--- src/rtl/sa_ram_rd_stream.sv ---
// Burst read controller for a two-port RAM with a registered read address and an output register.
// Reads pass through a 2-stage pipeline into a credit-protected FWFT FIFO that drives a valid/ready stream.
module sa_ram_rd_stream #(
    parameter int AW         = 4,
    parameter int DW         = 256,
    parameter int FIFO_DEPTH = 4
) (
    input  logic          clk,
    input  logic          rst,
    input  logic          cmd_valid,
    output logic          cmd_ready,
    input  logic [AW-1:0] cmd_addr,
    input  logic [AW-1:0] cmd_len,
    output logic [AW-1:0] ram_ra,
    output logic          ram_re,
    output logic          ram_ore,
    input  logic [DW-1:0] ram_dout,
    output logic [31:0]   ram_pwrbus_pd,
    output logic          dout_valid,
    input  logic          dout_ready,
    output logic [DW-1:0] dout_data,
    output logic          dout_last
);

    localparam int PW = (FIFO_DEPTH > 1) ? $clog2(FIFO_DEPTH) : 1;
    localparam int CW = $clog2(FIFO_DEPTH + 1);

    typedef enum logic [1:0] {IDLE, RUN, DRAIN} state_t;

    state_t        state, state_next;
    logic [AW-1:0] addr, remaining;
    logic          s1, s2, s1_last, s2_last;
    logic          issue, accept, push, pop, last_hs;
    logic [CW:0]   credit_used;

    logic [DW-1:0] fifo_data [FIFO_DEPTH];
    logic          fifo_last [FIFO_DEPTH];
    logic [PW-1:0] wr_ptr, rd_ptr;
    logic [CW-1:0] count;

    // Reads in flight (s1, s2) count against FIFO space so a push always finds room.
    assign credit_used = {1'b0, count} + (CW+1)'(s1) + (CW+1)'(s2);
    assign issue       = (state == RUN) && (credit_used < (CW+1)'(FIFO_DEPTH));
    assign accept      = cmd_valid && cmd_ready;
    assign push        = s2;
    assign pop         = dout_valid && dout_ready;
    assign last_hs     = pop && dout_last;

    assign ram_ra        = addr;
    assign ram_re        = issue;
    assign ram_ore       = s1;
    assign ram_pwrbus_pd = 32'b0;

    assign dout_valid = (count != '0);
    assign dout_data  = dout_valid ? fifo_data[rd_ptr] : '0;
    assign dout_last  = dout_valid ? fifo_last[rd_ptr] : 1'b0;

    always_comb begin
        state_next = state;
        cmd_ready  = 1'b0;
        case (state)
            IDLE: begin
                cmd_ready = 1'b1;
                if (cmd_valid) state_next = RUN;
            end
            RUN: begin
                if (issue && (remaining == '0)) state_next = DRAIN;
            end
            DRAIN: begin
                if (last_hs) state_next = IDLE;
            end
            default: state_next = IDLE;
        endcase
    end

    always_ff @(posedge clk) begin
        if (rst) begin
            state     <= IDLE;
            addr      <= '0;
            remaining <= '0;
            s1        <= 1'b0;
            s2        <= 1'b0;
            s1_last   <= 1'b0;
            s2_last   <= 1'b0;
        end else begin
            state <= state_next;
            if (accept) begin
                addr      <= cmd_addr;
                remaining <= cmd_len;
            end else if (issue) begin
                addr      <= addr + 1'b1;
                remaining <= remaining - 1'b1;
            end
            s1      <= issue;
            s1_last <= issue && (remaining == '0);
            s2      <= s1;
            s2_last <= s1_last;
        end
    end

    // Storage needs no reset; occupancy is tracked by the pointers and count.
    always_ff @(posedge clk) begin
        if (push) begin
            fifo_data[wr_ptr] <= ram_dout;
            fifo_last[wr_ptr] <= s2_last;
        end
    end

    always_ff @(posedge clk) begin
        if (rst) begin
            wr_ptr <= '0;
            rd_ptr <= '0;
            count  <= '0;
        end else begin
            if (push) wr_ptr <= (wr_ptr == PW'(FIFO_DEPTH - 1)) ? '0 : wr_ptr + 1'b1;
            if (pop)  rd_ptr <= (rd_ptr == PW'(FIFO_DEPTH - 1)) ? '0 : rd_ptr + 1'b1;
            case ({push, pop})
                2'b10:   count <= count + 1'b1;
                2'b01:   count <= count - 1'b1;
                default: count <= count;
            endcase
        end
    end

endmodule

--- config.mk ---
export PLATFORM = sky130hd
export DESIGN_NAME = sa_ram_rd_stream
export DESIGN_NICKNAME = d
export VERILOG_FILES = /design/src/rtl/sa_ram_rd_stream.sv
export SDC_FILE = /design/constraint.sdc
export NUM_CORES = 1
export LEC_CHECK = 0
export BUFFER_PORTS_ARGS = -buffer_cell sky130_fd_sc_hd__buf_2
export CORE_MARGIN = 8
export CORE_UTILIZATION = 35
export CTS_BUF_LIST = sky130_fd_sc_hd__clkbuf_16
export CTS_CLUSTER_SIZE = 20
export DETAILED_ROUTE_END_ITERATION = 8
export GPL_ROUTABILITY_DRIVEN = 0
export PLACE_DENSITY_LB_ADDON = 0.1
export SLEW_MARGIN = 20
export SYNTH_ARGS = -nofsm -noshare
export SYNTH_HDL_FRONTEND = slang
export SYNTH_SLANG_ARGS = --single-unit
--- constraint.sdc ---
create_clock -name clk -period 14.7 [get_ports clk]
set_clock_uncertainty 0.15 [all_clocks]
set_input_delay 1.47 -clock clk [delete_from_list [all_inputs] [get_ports clk]]
set_output_delay 1.47 -clock clk [all_outputs]
set_load 0.03 [all_outputs]
==> results of run 1 <==
-- synthesized netlist by cell type --
master / n
edfxtp_1: 1028
and2_1: 261
mux4_2: 257
clkbuf_1: 56
buf_4: 32
buf_2: 30
dfxtp_1: 23
nor2_1: 15
ha_1: 10
inv_1: 10
a21oi_1: 9
a211oi_1: 8
nand2_1: 6
buf_1: 5
nand3_1: 5
nor2b_1: 5
or3_1: 4
mux2i_1: 3
nor4_1: 3
o21ai_0: 3
a21o_1: 2
and3_1: 2
nor3_1: 2
nor3b_1: 2
xnor2_1: 2
xor2_1: 2
a2111oi_0: 1
a2111oi_4: 1
conb_1: 1
fa_1: 1
mux2_2: 1
nor4b_1: 1
or2_2: 1
-- per-stage QoR --
step	setup WS, ns	utilization (%)	hold WS [ns]
final	9.054	42.18	0.3127
after global routing	8.788	42.16	0.3365
after CTS	8.384	42.12	0.3128
after detailed placement	9.171	38.93	0.2984
after global placement	9.145	38.92	0.3043
after floorplan	7.533	-	0.2638
-- state kept, by name, indices dropped and copies added, names as in the netlist, named ones only --
| name | cells |
|---|---|
| ram_ore | 1 |
| push | 1 |
| s2_last | 1 |
| remaining | 4 |
| wr_ptr | 2 |
| s1_last | 1 |
| rd_ptr | 2 |
| ram_ra | 4 |
| count | 3 |
| fifo_data | 1024 |
| fifo_last | 4 |
| state | 2 |
-- per-layer routing --
metal | up-vias | GRT usage, %
met5 | - | 0
met4 | 28 | 4.247
met3 | 200 | 5.407
met2 | 577 | 25.47
met1 | 9968 | 18.20
li1 | 8442 | -
-- power by group --
part / internal [mW] / switching, mW / leakage (nW)
sequential: 3.34 / 0.0249 / 9.46
clock: 1.62 / 1.13 / 1.86
combinational: 0.416 / 0.794 / 5.06
total: 5.38 / 1.95 / 16.4
-- path summary, 6_finish.rpt --
check | slack (ns) | to | cells after the start | startpoint
worst max-delay path | 9.05 | dout_data[156] | 5 | flop
worst min-delay path | 0.31 | s2_last | 1 | s1_last
worst max register to register | 11.06 | fifo_data[3][130] | 4 | wr_ptr[0]
worst min register to register | 0.31 | s2_last | 1 | s1_last
-- cells in the final DEF, fill, tap and decap left out, types with 12 or more instances in the layout --
cell	synthesis	routed
buf_2	30	532
conb_1	1	32
diode_2	0	16
bufinv_16	0	12
inv_1	10	34
nor2_1	15	15
clkbuf_16	0	115
clkinv_1	0	33
and2_1	261	257
edfxtp_1	1028	1028
dfxtp_1	23	21
buf_4	32	25
mux4_2	257	257
-- logic make-up (layout without fill, tap and decap cells) --
group | after synthesis | count (layout) | synth area share (%)
simple gates | 307 | 307 | 4.657
flops | 1051 | 1051 | 78.25
mux | 261 | 261 | 14.56
other cells | 1 | 48 | 0.009367
xor+xnor | 4 | 4 | 0.08752
compound gates | 24 | 24 | 0.4281
buf+inv | 133 | 778 | 1.641
fa+ha+maj | 11 | 11 | 0.3625
-- layout make-up --
type / count / area share (%)
antenna: 16 / 0.08336
clock buffer: 115 / 5.991
clock inverter: 93 / 1.576
inverter: 10 / 0.07815
multi-input combinational: 639 / 17.03
sequential: 1051 / 65.24
tap: 1512 / 3.939
timing repair buffer: 560 / 6.057
-- critical path, delay by kind of cell, from the launching register on --
family | cells | cell delay (ns)
multiplexers | 1 | 0.42
buffers and inverters | 3 | 1.87
AND/OR/NAND/NOR | 1 | 0.22
flip-flops | 1 | 0.68
==> results.yml, run 1 <==
logic_synthesis:
  yosysWarnings: 0
  syn_area_um2: 40040
  synth_top_area_share_pct: 77.10
  ys_seq_area_share_pct: 78.25
  synth_cells: 1792
  synth_seq_cells: 1051
  synthTopCellsByArea: "edfxtp_1 (77%), mux4_2 (14%), and2_1 (4.1%)"
  ys_types: 33
  syn_avg_cell_area_um2: 22.34
  synth_top_area_cell: "edfxtp_1"
clocking:
  h-tree-depth: 3
  root_buffer: "clkbuf_16"
  cts_resized: 0
  cts.hold.buffers_added: 0
  clock_path_buffers: 3
  cts_tree: "yes"
  cts_made_buffers: 113
  clk_pin_slew_worst_paths_ns: 0.06
  cts_setup_buffers: 0
  cts_sinks: 1051
  insertion_delay_ns: 0.67
global_routing:
  grt_max_degree: 103
  grt_pass1_vias: 21030
  grt_use_total_pct: 15.06
  overflow: 0
  antenna_found_initial: 47
  grt_pass1_wl_um: 142700
placement:
  placed_area_um2: 44330
  dp_cells: 3771
  place_hpwl_um: 58720
  port_buffers: 532
worst_setup_path:
  critPathKind: "flop to output pin"
  critical_path.slowest_cell: "buf_4"
  setup.worst_path.end_class: "output pin"
  crit_path_max_incr_delay_ns: 0.92
  worstPathMaxFanout: 64
  worstPathArrival_ns: 4.03
  cpMostUsedCell: "buf_4"
  required_ns: 13.08
  cp-start-kind: "flop"
  cp_cell_sequence: "buf_4 -> buf_4 -> mux4_2 -> and2_1 -> buf_2"
outcome:
  status: "completed"
timing:
  slew_headroom_pct: 28.11
  setup_total_negative_slack_ns: 0
  rsz0062_at_grt: "false"
  period_share_pct: 38.41
  setup_viol: 0
  maxSlewViolCount: 0
  worst_slew_pin_slew_ns: 1.078
  period_minus_slack_ns: 5.646
  hold_viol: 0
  fmaxAchievable_mhz: 177.1
floorplan:
  die_area_um2: 125500
  die_w_um: 354.2
  die_h_um: 354.2
  core-area_um2: 113900
  start_util_pct: 35.16
  rows: 124
  ios: 565
drt:
  wire_per_inst_um: 24.14
  via_per_inst: 4.809
  dr_total_vias: 19220
  post-route-drc-count: 0
  routed_wl_um: 96480
  wl_met2_um: 48220
  drtPass1Iterations: 6
  met1_length_um: 38130
  wl_met3_um: 7348
  drtIter0Drc: 1077
  detail-route-antenna-nets: 0
  route.top_layer_used: "met5"
finish:
  fin_area_um2: 48030
  drive_gt1_share_pct: 39.63
  seqCellArea_um2: 31340
  nFillCells: 10070
  fin_nets: 2654
  areaGrowthSynthToFinish_pct: 19.97
  fin_cells: 3996
  multi_input_area_um2: 8180
pwr:
  power.density_nw_per_um2: 152.5
  peakVddDrop_v: 0.00009201
  power_leakage_nw: 16.38
  total_power_mw: 7.327
min_path:
  hp-class: "flop to flop"
job:
  drv_cap: 0
Power figures use the tool's default switching activity.
==> inputs of run 2 (changes only) <==
- ABC_AREA: not set -> 1
- clock period: 14.7 -> 4.95 ns (I/O delays scaled with it)
==> run 2 against run 1 <==
  * Combinational power rose to 2.8 times the previous value
  * Worst hold slack worse by 0.066 ns
  * Design area increased by 6.5%
  * Area after synthesis up 2.2%
  * Clock power rose to 2.9 times the previous value
  * Sequential power grew to 3.0 times the previous value
  * Total power rose to 2.9 times the previous value
  * Count of clock-buffer cells in the layout rose by 3
  * Global-route usage up 2.0 points
  * Critical endpoint is now dout_data[70]
  * Largest cell class unchanged
==> results.yml, run 2 <==
worst_setup_path:
  setup.worst_path.end_class: "output pin"
  critPathKind: "flop to output pin"
  crit_path_max_incr_delay_ns: 0.86
  critical_path.slowest_cell: "dfxtp_4"
  cp.buffers_inverters: 3
  worstPathArrival_ns: 3.40
  cp_cell_sequence: "inv_8 -> buf_4 -> nor2_1 -> o21ai_0 -> a21oi_1 -> buf_2"
  path_delay_family: "buffers and inverters"
  cp-start-kind: "flop"
  worstPathMaxFanout: 92
  required_ns: 4.30
clocking:
  clk_pin_slew_worst_paths_ns: 0.06
  h-tree-depth: 3
  clock_path_buffers: 3
  root_buffer: "clkbuf_16"
  cts_resized: 0
  cts_tree: "yes"
  insertion_delay_ns: 0.68
  cts_made_buffers: 117
  cts_sinks: 1051
logic_synthesis:
  yosys.area_share.xor_xnor_pct: 0
  synth_mux_area_share_pct: 0
  ys_top_cells_by_count: "nor2_1 (1049), edfxtp_1 (1028), o21ai_0 (424), a21oi_1 (268), buf_2 (101)"
  synth_compound_gate_area_share_pct: 9.733
  async_flop_share_pct: 0
  syn_avg_cell_area_um2: 12.66
  synth_top_area_cell: "edfxtp_1"
  syn_area_um2: 40900
  synth_seq_cells: 1051
  synth.most_common_cell: "nor2_1"
  yosysWarnings: 0
  synth_edf_count: 1028
  synth_top_family_by_area: "simple AND/OR/NAND/NOR gates"
  ys_types: 23
  synth_top_flop_cell: "edfxtp_1"
  synthTopCellsByArea: "edfxtp_1 (75%), nor2_1 (9.6%), o21ai_0 (5.2%)"
  synth_top_area_share_pct: 75.47
  synth_cells: 3230
  ys_seq_area_share_pct: 76.59
  yosys.area_share.simple_pct: 10.27
  synth_fa_ha_area_share_pct: 0.3548
placement:
  place_hpwl_um: 62750
  port_buffers: 532
finish:
  fin_util_pct: 44.09
  fin_nets: 4260
  areaGrowthSynthToFinish_pct: 25.10
  layout_commonest_cell: "nor2_1"
  final_cell_mix: "nor2_1 (1049), edfxtp_1 (1028), buf_2 (532)"
  drive_gt1_share_pct: 17.98
  largest_register: "fifo_data"
  largest_register_ffs: 1024
  nFillCells: 10840
floorplan:
  die_h_um: 357.9
  ios: 565
  die_area_um2: 128100
  rows: 125
  core-area_um2: 116000
  die_w_um: 357.9
  start_util_pct: 35.25
min_path:
  hp-class: "primary input to flop"
timing:
  slew_headroom_pct: 28.03
  fmaxAchievable_mhz: 247.0
  hold_viol: 0
  fin_hold_ws_ns: 0.2465
  maxSlewViolCount: 0
  setup_viol: 0
  period_share_pct: 81.78
  rsz0062_at_grt: "false"
  period_minus_slack_ns: 4.048
  worst_slew_pin_slew_ns: 1.080
global_routing:
  grt_pass1_wl_um: 169100
  grt_use_total_pct: 17.09
  use_met2_pct: 28.95
  gr-usage-met1_pct: 21.96
  top_usage_layer: "met2"
  overflow: 0
  grt_max_degree: 156
  grt_pass1_vias: 27030
  antenna_found_initial: 12
  use_met3_pct: 4.199
pwr:
  power_leakage_nw: 18.62
  total_power_mw: 21.22
  peakVddDrop_v: 0.0003027
  power.density_nw_per_um2: 414.8
drt:
  drtPass1Iterations: 4
  wire_per_inst_um: 20.20
  detail-route-antenna-nets: 0
  routed_wl_um: 113300
  drtIter0Drc: 1255
  dr_total_vias: 26670
  post-route-drc-count: 0
  via_per_inst: 4.756
job:
  drv_cap: 0
outcome:
  status: "completed"
run 2: final timing paths:
kind	start	endpoint	slack [ns]	cells past startpoint
max	flop	dout_data[70]	0.90	6
min	cmd_valid	state[0]	0.25	3
max reg2reg	wr_ptr[0]	fifo_data[2][148]	2.35	5
min reg2reg	s1_last	s2_last	0.25	2
run 2: repair_timing:
action,in CTS,in global routing
setup buffers,0,0
hold endpoints to repair,1041,0
setup endpoints to repair,0,0
hold buffers,267,0
run 2: per-layer routing:
| metal | part of all wire (%) | up-vias |
|---|---|---|
| met5 | 0.047 | - |
| met1 | 44 | 12980 |
| met4 | 2.3 | 8 |
| met2 | 48 | 597 |
| met3 | 5.7 | 168 |
| li1 | - | 12920 |
run 2: through the flow:
| step | setup TNS, ns | worst slack (ns) | instances | area (um2) |
|---|---|---|---|---|
| after floorplan | -56.88 | -0.06161 | 3261 | 41050 |
| after global placement | 0 | 1.564 | 5119 | 44990 |
| after detailed placement | 0 | 1.547 | 5119 | 44990 |
| after CTS | 0 | 0.7726 | 5601 | 51150 |
| after global routing | 0 | 0.6457 | 5607 | 51170 |
| final | 0 | 0.9020 | 5609 | 51170 |
run 2: power by group:
group	switching (mW)	internal, mW
combinational	2.47	0.885
sequential	0.0617	9.91
clock	3.42	4.48
run 2: layout make-up:
type	instances	area [um2]	share of cell area, %
flip-flops and latches	1051	31340	61.25
multi-input cells	1949	8464	16.54
repair buffers	833	5803	11.34
clock buffers	118	2953	5.770
well taps	1524	1907	3.726
clock inverters	97	538.0	1.051
inverters	29	146.4	0.2861
diodes	8	20.02	0.03912
run 2: cell families after synthesis:
group                    Yosys count
flip-flops                      1051
AO/OA/AOI/OAI                    794
AND/OR/NAND/NOR                 1112
other                              1
buffers and inverters            261
adder cells (fa/ha/maj)           11
run 2: worst reg2reg max path, cell delays in order (launching register included):
cell	delay, ns
dfxtp_2	0.38
inv_2	0.06
ha_2	0.18
nand2_2	0.08
clkinvlp_4	0.61
buf_12	0.49
